<file path="src/rtl/memory_arbiter_pkg.sv">
// Shared types and defaults for the two-requester memory arbiter.
package memory_arbiter_pkg;

   localparam int unsigned DEF_MEM_WORDS    = 8192;
   localparam int unsigned DEF_STARVE_LIMIT = 4;
   localparam int unsigned ADDR_W           = 32;
   localparam int unsigned DATA_W           = 32;

   // Depth of the tag pipeline: one stage for the registered RAM drive,
   // one stage for the RAM's registered read.
   localparam int unsigned TAG_STAGES       = 2;

   // Which requester a memory slot belongs to.
   typedef enum logic [1:0] {
      OWNER_NONE = 2'd0,
      OWNER_IF   = 2'd1,
      OWNER_D    = 2'd2
   } owner_e;

   // Per-transaction record that travels alongside the RAM access.
   typedef struct packed {
      owner_e owner;   // requester to route the response to
      logic   wr;      // write: respond with zero data (acknowledge only)
      logic   err;     // address outside the RAM: respond with error, zero data
   } tag_t;

   localparam tag_t TAG_IDLE = '{owner: OWNER_NONE, wr: 1'b0, err: 1'b0};

   // True when a word address lies beyond the populated RAM.
   function automatic logic addr_oob(input logic [ADDR_W-1:0] a, input int unsigned words);
      return (a >= words);
   endfunction

endpackage

</file>
<file path="src/rtl/memory_arbiter_grant.sv">
// Priority grant between instruction fetch and data requests.
// Data wins contention until fetch has watched STARVE_LIMIT data grants in a
// row while waiting; then fetch gets the next slot.
module memory_arbiter_grant
   import memory_arbiter_pkg::*;
#(
   parameter int unsigned STARVE_LIMIT = DEF_STARVE_LIMIT
)(
   input  logic   clk,
   input  logic   rst,
   input  logic   if_valid_i,
   input  logic   d_valid_i,
   output logic   if_grant_o,
   output logic   d_grant_o,
   output owner_e owner_o
);

   localparam int unsigned CNT_W = (STARVE_LIMIT > 0) ? $clog2(STARVE_LIMIT + 1) : 1;
   localparam logic [CNT_W-1:0] LIMIT = CNT_W'(STARVE_LIMIT);

   logic [CNT_W-1:0] starve_q;
   logic [CNT_W-1:0] starve_d;
   logic             starved;

   // Grants are purely combinational from the valids and the counter; nothing
   // is granted while reset is asserted.
   always_comb begin
      starved    = (starve_q == LIMIT);
      if_grant_o = 1'b0;
      d_grant_o  = 1'b0;
      owner_o    = OWNER_NONE;
      if (!rst) begin
         if (if_valid_i && (!d_valid_i || starved)) begin
            if_grant_o = 1'b1;
            owner_o    = OWNER_IF;
         end else if (d_valid_i) begin
            d_grant_o  = 1'b1;
            owner_o    = OWNER_D;
         end
      end
   end

   // Count data grants that happen while fetch is waiting; saturate at the limit.
   always_comb begin
      starve_d = starve_q;
      if (!if_valid_i || if_grant_o) begin
         starve_d = '0;
      end else if (d_grant_o && !starved) begin
         starve_d = starve_q + 1'b1;
      end
   end

   // Starvation counter register.
   always_ff @(posedge clk or posedge rst) begin
      if (rst) begin
         starve_q <= '0;
      end else begin
         starve_q <= starve_d;
      end
   end

endmodule

</file>
<file path="src/rtl/memory_arbiter.sv">
// Arbitrates a fetch port and a data port onto one single-port RAM with a
// registered read. One access per cycle, fixed two-edge response latency,
// responses returned in acceptance order.
module memory_arbiter
   import memory_arbiter_pkg::*;
#(
   parameter int unsigned STARVE_LIMIT = DEF_STARVE_LIMIT,
   parameter int unsigned MEM_WORDS    = DEF_MEM_WORDS
)(
   input  logic              clk,
   input  logic              rst,
   // instruction fetch
   input  logic              if_req_valid,
   input  logic [ADDR_W-1:0] if_req_a,
   output logic              if_req_ready,
   output logic              if_rsp_valid,
   output logic [DATA_W-1:0] if_rsp_data,
   output logic              if_rsp_err,
   // data
   input  logic              d_req_valid,
   input  logic [ADDR_W-1:0] d_req_a,
   input  logic [DATA_W-1:0] d_req_din,
   input  logic              d_req_rw,
   output logic              d_req_ready,
   output logic              d_rsp_valid,
   output logic [DATA_W-1:0] d_rsp_data,
   output logic              d_rsp_err,
   // RAM
   output logic [ADDR_W-1:0] mem_a,
   output logic [DATA_W-1:0] mem_din,
   output logic              mem_rw,
   input  logic [DATA_W-1:0] mem_dout
);

   logic              if_grant;
   logic              d_grant;
   owner_e            grant_owner;

   logic [ADDR_W-1:0] req_a;
   logic              req_wr;
   logic              req_oob;
   tag_t              tag_d;
   tag_t              rsp_tag;
   logic              rsp_rd;

   logic [ADDR_W-1:0] mem_a_q;
   logic [ADDR_W-1:0] mem_a_d;
   logic [DATA_W-1:0] mem_din_q;
   logic [DATA_W-1:0] mem_din_d;
   logic              mem_rw_q;
   logic              mem_rw_d;

   memory_arbiter_grant #(
      .STARVE_LIMIT (STARVE_LIMIT)
   ) u_grant (
      .clk        (clk),
      .rst        (rst),
      .if_valid_i (if_req_valid),
      .d_valid_i  (d_req_valid),
      .if_grant_o (if_grant),
      .d_grant_o  (d_grant),
      .owner_o    (grant_owner)
   );

   assign if_req_ready = if_grant;
   assign d_req_ready  = d_grant;

   // Select the winning request, classify it and form the next RAM drive.
   // Out-of-range writes are demoted to no-ops so the RAM is never touched.
   always_comb begin
      req_a     = if_grant ? if_req_a : d_req_a;
      req_oob   = addr_oob(req_a, MEM_WORDS);
      req_wr    = d_grant && d_req_rw;
      tag_d     = TAG_IDLE;
      mem_a_d   = mem_a_q;
      mem_din_d = mem_din_q;
      mem_rw_d  = 1'b0;
      if (grant_owner != OWNER_NONE) begin
         tag_d    = '{owner: grant_owner, wr: req_wr, err: req_oob};
         mem_a_d  = req_a;
         mem_rw_d = req_wr && !req_oob;
         if (d_grant) begin
            mem_din_d = d_req_din;
         end
      end
   end

   // RAM drive registers; reset clears mem_rw so a pending write is cancelled.
   always_ff @(posedge clk or posedge rst) begin
      if (rst) begin
         mem_a_q   <= '0;
         mem_din_q <= '0;
         mem_rw_q  <= 1'b0;
      end else begin
         mem_a_q   <= mem_a_d;
         mem_din_q <= mem_din_d;
         mem_rw_q  <= mem_rw_d;
      end
   end

   assign mem_a   = mem_a_q;
   assign mem_din = mem_din_q;
   assign mem_rw  = mem_rw_q;

   // Tag pipeline: stage 0 aligns with the registered RAM drive, the last
   // stage aligns with the RAM's registered read data.
   for (genvar gi = 0; gi < TAG_STAGES; gi++) begin : g_tag
      tag_t stage_d;
      tag_t stage_q;
      if (gi == 0) begin : g_head
         assign stage_d = tag_d;
      end else begin : g_tail
         assign stage_d = g_tag[gi-1].stage_q;
      end
      // Advance the tag one stage per edge; reset drops in-flight transactions.
      always_ff @(posedge clk or posedge rst) begin
         if (rst) begin
            stage_q <= TAG_IDLE;
         end else begin
            stage_q <= stage_d;
         end
      end
   end

   assign rsp_tag = g_tag[TAG_STAGES-1].stage_q;

   // Route the response to its owner; the other port stays all-zero.
   always_comb begin
      rsp_rd       = (rsp_tag.owner != OWNER_NONE) && !rsp_tag.wr && !rsp_tag.err;
      if_rsp_valid = 1'b0;
      if_rsp_err   = 1'b0;
      if_rsp_data  = '0;
      d_rsp_valid  = 1'b0;
      d_rsp_err    = 1'b0;
      d_rsp_data   = '0;
      if (rsp_tag.owner == OWNER_IF) begin
         if_rsp_valid = 1'b1;
         if_rsp_err   = rsp_tag.err;
         if_rsp_data  = rsp_rd ? mem_dout : '0;
      end else if (rsp_tag.owner == OWNER_D) begin
         d_rsp_valid  = 1'b1;
         d_rsp_err    = rsp_tag.err;
         d_rsp_data   = rsp_rd ? mem_dout : '0;
      end
   end

endmodule
</file>
<file path="config.mk">
export PLATFORM = sky130hd
export DESIGN_NAME = memory_arbiter
export DESIGN_NICKNAME = d
export VERILOG_FILES = /design/src/rtl/memory_arbiter_pkg.sv /design/src/rtl/memory_arbiter_grant.sv /design/src/rtl/memory_arbiter.sv
export SDC_FILE = /design/constraint.sdc
export NUM_CORES = 1
export LEC_CHECK = 0
export CAP_MARGIN = 25
export CORE_AREA = 2 2 105 107
export CTS_CLUSTER_SIZE = 40
export DETAILED_ROUTE_END_ITERATION = 12
export DIE_AREA = 0 0 107 109
export DONT_BUFFER_PORTS = 1
export PLACE_DENSITY = 0.55
export SLEW_MARGIN = 20
export SYNTH_ARGS = -nofsm -noshare
export SYNTH_HDL_FRONTEND = slang
export SYNTH_HIERARCHICAL = 1
export SYNTH_SLANG_ARGS = --single-unit
</file>
<file path="constraint.sdc">
create_clock -name clk -period 3.1 [get_ports clk]
set_input_delay 0.465 -clock clk [delete_from_list [all_inputs] [get_ports clk]]
set_output_delay 0.465 -clock clk [all_outputs]
set_load 0.05 [all_outputs]
</file>
Word-level counts from Yosys, hierarchy flattened --
Cells that the tools add are included.
Word-level totals: register bits after elaboration 76, input bits 133, output and inout port bits 135, word-level logic and storage cells 56
Cells by class: add/sub/neg operators 1, order comparisons 1, eq/ne operators 3, mux-type cells 23, reductions and logical operators 18
Operators by type and width (count):
- 32-bit two-way mux | 5
- 32-bit by 14-bit >= comparator with 1-bit output, second input constant | 1
- 1-bit two-way mux | 12
- 1-bit logical AND | 6
- 1-bit zero test | 6
- 2-bit two-way mux | 3
- 3-bit two-way mux | 2
- 2-bit nonzero test | 3
- 4-bit two-way mux | 1
- 3-bit by 1-bit adder with 3-bit output, second input constant | 1
- 3-bit == test, second input constant | 1
- 2-bit by 1-bit == test with 1-bit output, second input constant | 1
- 2-bit == test, second input constant | 1
- 1-bit logical OR | 2
- 2-bit AND reduction | 1

Logic depth before layout (Yosys ltp) --
Gate-level depths: netlist of run 1.
word-level depth 10, gate-level depth with buffers 11, depth with buffers taken out 9

Modules after synthesis --
The synthesis of run 1 kept the hierarchy.
By module, submodules not included:
- memory_arbiter | instances 1, cells each 318, area each 3504.6 sq um
- memory_arbiter_grant | instances 1, cells each 24, area each 216.5 sq um

Worst setup path after synthesis of run 1 --
Ideal clock, no wire load.
path type reg-to-reg, start reg u_grant.starve_q[0], end reg mem_din_q[10], in the netlist mem_din[10], arrival time 2.493 ns, slack 0.479 ns, cell stages (with the launch flop) 11, path buffers 2, period minus slack after synthesis 2.621 ns, cell sequence dfrtp_1 inv_1 ha_1 a21bo_2 nand2_1 nor2_1 buf_4 or2_2 nand2_1 buf_4 mux2_1
Between the ends: longest elaborated chain between the ends 7, elaborated cells between the ends (all ways) 9, classes of those cells eq/ne: 1; mux: 4; reduce/logical: 4
Ends and longest elaborated chain:
- start, declared | RTL line memory_arbiter_grant.sv:21 | logic [CNT_W-1:0] starve_q;
- start signal, assigned | RTL line memory_arbiter_grant.sv:58 | starve_q <= starve_d;
- 3-bit == test | RTL line memory_arbiter_grant.sv:28 | starved = (starve_q == LIMIT);
- 1-bit logical OR | RTL line memory_arbiter_grant.sv:33 | if (if_valid_i && (!d_valid_i || starved)) begin
- 1-bit logical AND | RTL line memory_arbiter_grant.sv:33
- 2-bit two-way mux | RTL line memory_arbiter_grant.sv:33
- 2-bit two-way mux | RTL line memory_arbiter_grant.sv:32 | if (!rst) begin
- named net grant_owner[0] | RTL line memory_arbiter.sv:37 | owner_e grant_owner;
- 2-bit nonzero test | RTL line memory_arbiter.sv:78 | if (grant_owner != OWNER_NONE) begin
- 2-bit AND reduction (no line)
- end signal, assigned | RTL line memory_arbiter.sv:96 | mem_din_q <= mem_din_d;
- end, declared | RTL line memory_arbiter.sv:48 | logic [DATA_W-1:0] mem_din_q;
The timed path passes the listed nets, and every way through them passes these cells. A chain may end at the register's enable or synchronous reset.

Worst setup path in the final report of run 1 --
start reg u_grant.starve_q[0], end reg mem_din_q[17], in the netlist mem_din[17]
Between the ends: longest elaborated chain between the ends 7, elaborated cells between the ends (all ways) 9, classes of those cells eq/ne: 1; mux: 4; reduce/logical: 4
Ends and longest elaborated chain (RTL line):
- 3-bit == test * | memory_arbiter_grant.sv:28
- 1-bit logical OR * | memory_arbiter_grant.sv:33
- 1-bit logical AND * | memory_arbiter_grant.sv:33
- 2-bit two-way mux | memory_arbiter_grant.sv:33
- 2-bit two-way mux | memory_arbiter_grant.sv:32
- 2-bit nonzero test | memory_arbiter.sv:78
- 2-bit AND reduction (no line) *
Mark *: on every way between the ends. The rest lies on a longest branch, timed or not.

==> results of run 1 <==
flip-flops by register name, summed over array words and instances, names as in the netlist:
name              cells
mem_a                32
mem_din              32
g_tag.stage_q         8
u_grant/starve_q      3
mem_rw                1
area by class of cell:
class / instances / area (µm²)
fillers: 908 / 5210
flip-flops and latches: 76 / 1900
multi-input cells: 238 / 1700
repair buffers: 78 / 1400
well taps: 140 / 175
clock buffers: 12 / 155
clock inverters: 4 / 47.5
inverters: 4 / 16.3
placed cells by master (no fill, tap or decap), types with 3 or more instances in the layout:
cell type	netlist	final
sky130_fd_sc_hd__inv_1	4	3
sky130_fd_sc_hd__clkbuf_8	0	11
sky130_fd_sc_hd__nand2_1	37	37
sky130_fd_sc_hd__nor4_1	5	5
sky130_fd_sc_hd__dfrtp_1	76	76
sky130_fd_sc_hd__clkinv_2	0	3
sky130_fd_sc_hd__mux2_2	29	29
sky130_fd_sc_hd__mux2i_1	32	32
sky130_fd_sc_hd__buf_4	5	12
sky130_fd_sc_hd__nor2_1	5	3
sky130_fd_sc_hd__and2_1	67	67
sky130_fd_sc_hd__o21ai_0	33	33
sky130_fd_sc_hd__mux2_1	3	3
sky130_fd_sc_hd__buf_12	0	65
what timing repair did:
action,4_1_cts,5_1_grt
buffers inserted,0,0
hold buffers,1,0
endpoints found under the hold margin,3,0
Yosys cell counts (all sizes together) (2+ instances only):
library cell,n
a21boi,3
and2,67
and3,2
buf,10
clkbuf,14
dfrtp,76
ha,2
inv,4
mux2,32
mux2i,32
nand2,37
nand3,2
nor2,5
nor2b,2
nor3,2
nor3b,3
nor4,6
o21ai,33
how the worst min path moves through the flow:
| stage | startpoint | endpoint |
|---|---|---|
| global route | rst | mem_din[25]$_DFFE_PP0P_ |
| global placement | rst | u_grant/starve_q[0]$_DFFE_PP0P_ |
| finish | rst | mem_din[26]$_DFFE_PP0P_ |
| CTS | rst | mem_din[25]$_DFFE_PP0P_ |
| floorplan | rst | u_grant/starve_q[0]$_DFFE_PP0P_ |
| detailed placement | rst | u_grant/starve_q[2]$_DFFE_PP0P_ |
per-layer routing:
layer	GRT usage [%]	share of wire [%]
met1	18.3	35
met2	31.4	52
met3	6.93	11
met4	8.35	2.3
met5	0	0.31
power breakdown:
part           internal, mW  switching (mW)  total (mW)
clock                 0.413           0.342       0.755
combinational         0.237           0.242       0.479
sequential             1.17           0.800        1.97
through the flow:
step / hold slack, ps / instance area (µm²) / util [%]
after floorplan: 240 / 3720 / -
after global placement: 259 / 5160 / 48.7
after detailed placement: 268 / 5180 / 48.9
after CTS: 24.3 / 5400 / 50.9
after global routing: 48.2 / 5400 / 50.9
final: 23.5 / 5400 / 50.9
kinds of logic (layout without fill, tap and decap cells):
family	after synthesis	after routing
and+or+nand+nor	133	133
DFF	76	76
muxes	64	64
AOI/OAI and AO/OA	39	39
buffers and inverters	28	98
adders and majority gates	2	2
==> results.tsv, run 1 <==
stage	metric	value	unit
outcome	run_status	completed	
clock_tree	clkTransAtPathRegs	80	ps
sta	post-route-period-util	76.7	%
setup_path	regToRegEndpoint	mem_din[17]$_DFFE_PP0P_	
layout	finalNonFillerCells	552	
layout	layout-drive-gt1-share	32.0	%
clock_tree	tritoncts	yes	
sta	final_count_of_negative_setup_slack_endpoints	0	
synthesis	synth_enable_flop_cells	0	
synthesis	postSynth.topFlopCell	sky130_fd_sc_hd__dfrtp_1	
layout	nNetsFinal	542	
sta	tightestPinTransition	529	ps
die	num_io_pins	268	
synthesis	yosysWarnings	6	
setup_path	critical_path.n_buffers_inverters	2	
setup_path	critical_path_depth	9	
setup_path	worst_setup_path_endpoint	mem_din[17]$_DFFE_PP0P_	
synthesis	synthAdderAreaFrac	0.672	%
clock_tree	cts_buffer_depth	2	
global_routing	track_usage	17.7	%
synthesis	asyncSetResetFlopFracSynth	100	%
clock_tree	htree_levels	3	
sta	finalCriticalPeriod	2380	ps
sta	setup_total_negative_slack	0	ps
setup_path	crit_path_class	flop to flop	
die	dieHeight	109	µm
setup_path	critPathMaxStageDelay	420	ps
synthesis	synth_simple_gate_area_share	20.3	%
route	drt_first_pass_iters	4	
place	place.port_buffers	0	
power_and_ir_drop	ir_drop	0.330	mV
synthesis	synth-compound-area-share	5.92	%
synthesis	post_synth.cell_area_avg	10.9	µm²
place	gp_routability_congestion	0.781	
synthesis	post_synth_instance_area	3720	µm²
setup_path	crit_required	3320	ps
synthesis	top_cells_by_area_in_the_synthesized_netlist	sky130_fd_sc_hd__dfrtp_1, sky130_fd_sc_hd__and2_1, sky130_fd_sc_hd__mux2_2	
sta	setup_repair_after_global_routing_missed_its_margin	false	
global_routing	grt_max_degree	66	
synthesis	netlist_instances	342	
worst_hold_path	worst_hold_path_type	primary input to asynchronous set/reset pin	
route	drt_iter0_markers	114	
synthesis	synth_top_area_cell	sky130_fd_sc_hd__dfrtp_1	
power_and_ir_drop	total_power	3.20	mW
synthesis	synth.yosys.seq_area_share	51.1	%
place	number_of_placed_instances_with_taps_included	535	
place	place_hpwl	8740	µm
setup_path	critical_path.most_common_cell	sky130_fd_sc_hd__nand2_1	
setup_path	worst_ep_arrival_time	2600	ps
die	core_region_area	10600	µm²
global_routing	globalRoute.totalOverflow	0	
setup_path	worst-r2r-setup-slack	720	ps
setup_path	crit_start	u_grant/starve_q[0]$_DFFE_PP0P_	
setup_path	cpLargestDelayFamily	simple AND/OR/NAND/NOR gates	
synthesis	synth_top_family_by_area	simple AND/OR/NAND/NOR gates	
sta	final_critical_path_setup_slack	721	ps
layout	antenna_cells_inserted	0	
setup_path	timing.critical_path.to_type	flop	
setup_path	crit-reg2reg-launch	u_grant/starve_q[0]$_DFFE_PP0P_	
power_and_ir_drop	leakagePower	2.30	nW
clock_tree	ctsResizeCount	0	
sta	timing.max_slew.rel_slack	64.7	%
clock_tree	cts_num_sinks	76	
global_routing	wire_length_of_the_first_global_routing_pass	15400	µm
power_and_ir_drop	p_per_area	593	nW/µm²
route	route.detailed.drc	0	
route	via_per_inst	4.96	
die	initial_cell_density_of_the_core	35.1	%
synthesis	yosys_register_bits	76	
route	drt_total_wl	10500	µm
die	rows	38	
flow_run	max_cap_viol_count	0	
synthesis	netlist-cell-type-count	35	
route	wl_per_cell	19.0	µm
layout	area_growth_from_synthesis_to_layout	45.0	%
sta	maxSlewViolCount	0	
setup_path	critical_path.slowest_cell	sky130_fd_sc_hd__dfrtp_1	
setup_path	path_cells	inv_1, ha_1, a21bo_2, nand2_1, and3_2, or2_2, nand2_1, buf_4, mux2_2	
synthesis	synthMuxAreaShare	18.3	%
sta	finalClockSkew	7.24	ps
die	die_area	11700	µm²
setup_path	start_kind	flop	
route	drtAntennaViolNets	0	
global_routing	antenna_violations_before_repair	2	
clock_tree	numCtsBuffers	9	
synthesis	synth_xor_xnor_area_share	0	%
clock_tree	insertion_delay	340	ps
clock_tree	cts_root_buf	sky130_fd_sc_hd__clkbuf_8	
global_routing	grt_pass1_vias	2728	
synthesis	synth_top_area_share	51.1	%
route	via_count	2738	
synthesis	syn_nets	477	
sta	maxClockFrequency	420	MHz
setup_path	worst-r2r-cell-count	9	
place	worst_setup_slack_after_placement	724	ps
sta	hold_viol	0	
setup_path	worst-path-max-fanout	32	
die	die_width	107	µm
No activity file was read; power rests on OpenSTA's default activity.
==> run 2: changes to the inputs <==
- clock period: 3.1 -> 2.39 ns (I/O delays scaled with it)
==> run 2 against run 1 <==
  * Count of clock-buffer cells in the layout stayed put
  * Final area up 0.70%
  * Largest power group unchanged
  * Critical path depth is the same
  * Register-to-register slack worse by 620 ps
  * Setup slack got worse by 620 ps
  * Routed wire length shrank 0.26%
  * Hold slack gained 120 ps
  * Core utilization up 0.35 points
==> results.tsv, run 2 (synthesis results as in run 1) <==
stage	metric	value	unit	change
setup_path	critical_path.slowest_cell	sky130_fd_sc_hd__dfrtp_1		
global_routing	wire_length_of_the_first_global_routing_pass	15300	µm	-0.49%
sta	post-route-period-util	95.7	%	+19 points
setup_path	worst_ep_arrival_time	2510	ps	-90 ps
setup_path	crit_required	2620	ps	-700 ps
layout	finalNonFillerCells	555		+0.54%
layout	mostFrequentLayoutCell	sky130_fd_sc_hd__dfrtp_1		
die	dieHeight	109	µm	unchanged
sta	final_critical_path_setup_slack	102	ps	-619 ps
clock_tree	cts_num_sinks	76		unchanged
die	rows	38		unchanged
layout	multiInputGateArea	1700	µm²	+0.15%
setup_path	critical_path_depth	9		unchanged
flow_run	max_cap_viol_count	0		unchanged
layout	num-fill-cells	944		+4.0%
sta	maxSlewViolCount	0		unchanged
clock_tree	clkTransAtPathRegs	80	ps	about the same
setup_path	start_kind	flop		
die	die_width	107	µm	unchanged
place	place_hpwl	8480	µm	-3.0%
route	via_per_inst	4.90		-1.2%
route	drtAntennaViolNets	0		unchanged
sta	finalCriticalPeriod	2290	ps	-91.0 ps
layout	nNetsFinal	544		+0.37%
sta	setup_total_negative_slack	0	ps	unchanged
die	core_region_area	10600	µm²	unchanged
route	wl_per_cell	18.9	µm	-0.80%
global_routing	antenna_violations_before_repair	1		-1
place	number_of_placed_instances_with_taps_included	535		unchanged
sta	setup_repair_after_global_routing_missed_its_margin	false		
setup_path	critPathMaxStageDelay	420	ps	about the same
sta	hold_viol	0		unchanged
setup_path	worst-path-max-fanout	16		-50%
place	worst_setup_slack_after_placement	139	ps	-585 ps
global_routing	globalRoute.totalOverflow	0		unchanged
global_routing	track_usage	17.3	%	-0.38 points
sta	finalClockSkew	8.82	ps	+1.57 ps
global_routing	grt_max_degree	66		unchanged
die	die_area	11700	µm²	unchanged
layout	layout-drive-gt1-share	32.1	%	+0.087 points
die	num_io_pins	268		unchanged
layout	mostFrequentLayoutCells	sky130_fd_sc_hd__dfrtp_1, sky130_fd_sc_hd__buf_12, sky130_fd_sc_hd__and2_1		
sta	timing.max_slew.rel_slack	64.7	%	about the same
route	drt_total_wl	10500	µm	-0.26%
setup_path	path_cells	inv_1, ha_1, a21bo_2, nand2_1, and3_2, or2_2, nand2_2, clkbuf_16, mux2_2		
global_routing	grt_pass1_vias	2787		+2.2%
clock_tree	cts_buffer_depth	2		unchanged
setup_path	cpLargestDelayFamily	simple AND/OR/NAND/NOR gates		
power_and_ir_drop	ir_drop	0.425	mV	+29%
layout	area_growth_from_synthesis_to_layout	46.0	%	
setup_path	critical_path.n_buffers_inverters	2		unchanged
power_and_ir_drop	p_per_area	739	nW/µm²	+25%
clock_tree	numCtsBuffers	9		unchanged
clock_tree	insertion_delay	340	ps	about the same
setup_path	timing.critical_path.to_type	flop		
sta	tightestPinTransition	530	ps	+1.18 ps
die	initial_cell_density_of_the_core	35.1	%	unchanged
sta	final_count_of_negative_setup_slack_endpoints	0		unchanged
route	via_count	2721		-0.62%
route	drt_iter0_markers	130		+14%
setup_path	crit_path_class	flop to flop		
clock_tree	tritoncts	yes		
power_and_ir_drop	leakagePower	2.31	nW	+0.61%
route	drt_first_pass_iters	6		+2
place	place.port_buffers	0		unchanged
sta	maxClockFrequency	437	MHz	+4.0%
route	route.detailed.drc	0		unchanged
layout	seq_area	1900	µm²	unchanged
outcome	run_status	completed		
layout	postLayoutCoreUtil	51.2	%	+0.35 points
worst_hold_path	number_of_instances_on_the_worst_hold_path	1		
clock_tree	cts_root_buf	sky130_fd_sc_hd__clkbuf_8		
worst_hold_path	worst_hold_path_type	primary input to flop		
place	gp_routability_congestion	0.758		-3.0%
clock_tree	htree_levels	3		unchanged
setup_path	worst-r2r-cell-count	9		unchanged
[run 2: through the flow]
step                hold slack (ps)  total power [mW]  cell area [µm²]
detailed placement              157              3.22             5220
CTS                             128              4.05             5390
global placement                149              3.19             5220
floorplan                       133              2.95             3720
global route                    123              4.19             5430
finish                          148              4.02             5430
[run 2: area by class of cell]
cell class | instances | area share (%)
antenna | 1 | 0.0461
clock buffer | 12 | 2.49
clock inverter | 4 | 0.484
inverter | 4 | 0.299
multi-input combinational | 238 | 31.3
sequential | 76 | 35.0
tap | 140 | 3.22
timing repair buffer | 80 | 27.2
[run 2: worst paths after layout]
| kind | startpoint | endpoint | slack (ps) |
|---|---|---|---|
| hold / removal | d_req_din[10] | mem_din[10]$_DFFE_PP0P_ | 150 |
| min in group asynchronous | rst | u_grant/starve_q[1]$_DFFE_PP0P_ | 420 |
| hold reg to reg | g_tag[0].stage_q[3]$_DFF_PP0_ | g_tag[1].stage_q[3]$_DFF_PP0_ | 350 |
| max in group asynchronous | rst | mem_din[5]$_DFFE_PP0P_ | 1300 |
| setup / recovery | u_grant/starve_q[0]$_DFFE_PP0P_ | mem_din[13]$_DFFE_PP0P_ | 100 |
| setup reg to reg | u_grant/starve_q[0]$_DFFE_PP0P_ | mem_din[13]$_DFFE_PP0P_ | 100 |
[run 2: what timing repair did]
action | CTS | global route
endpoints found under the hold margin | 25 | 0
setup endpoints to repair | 0 | 2
setup buffers | 0 | 1
resized for setup | 0 | 2
hold buffers | 1 | 0
[run 2: where the power goes]
part | internal (mW) | total [mW] | switching, mW
registers | 1.51 | 2.55 | 1.04
logic | 0.317 | 0.634 | 0.317
clock network | 0.377 | 0.831 | 0.454
[run 2: layer usage]
| metal | GRT usage [%] | wire length (µm) |
|---|---|---|
| met1 | 17.4 | 3610 |
| met5 | 0 | 0 |
| met4 | 6.40 | 173 |
| met3 | 7.11 | 1100 |
| met2 | 32.0 | 5610 |
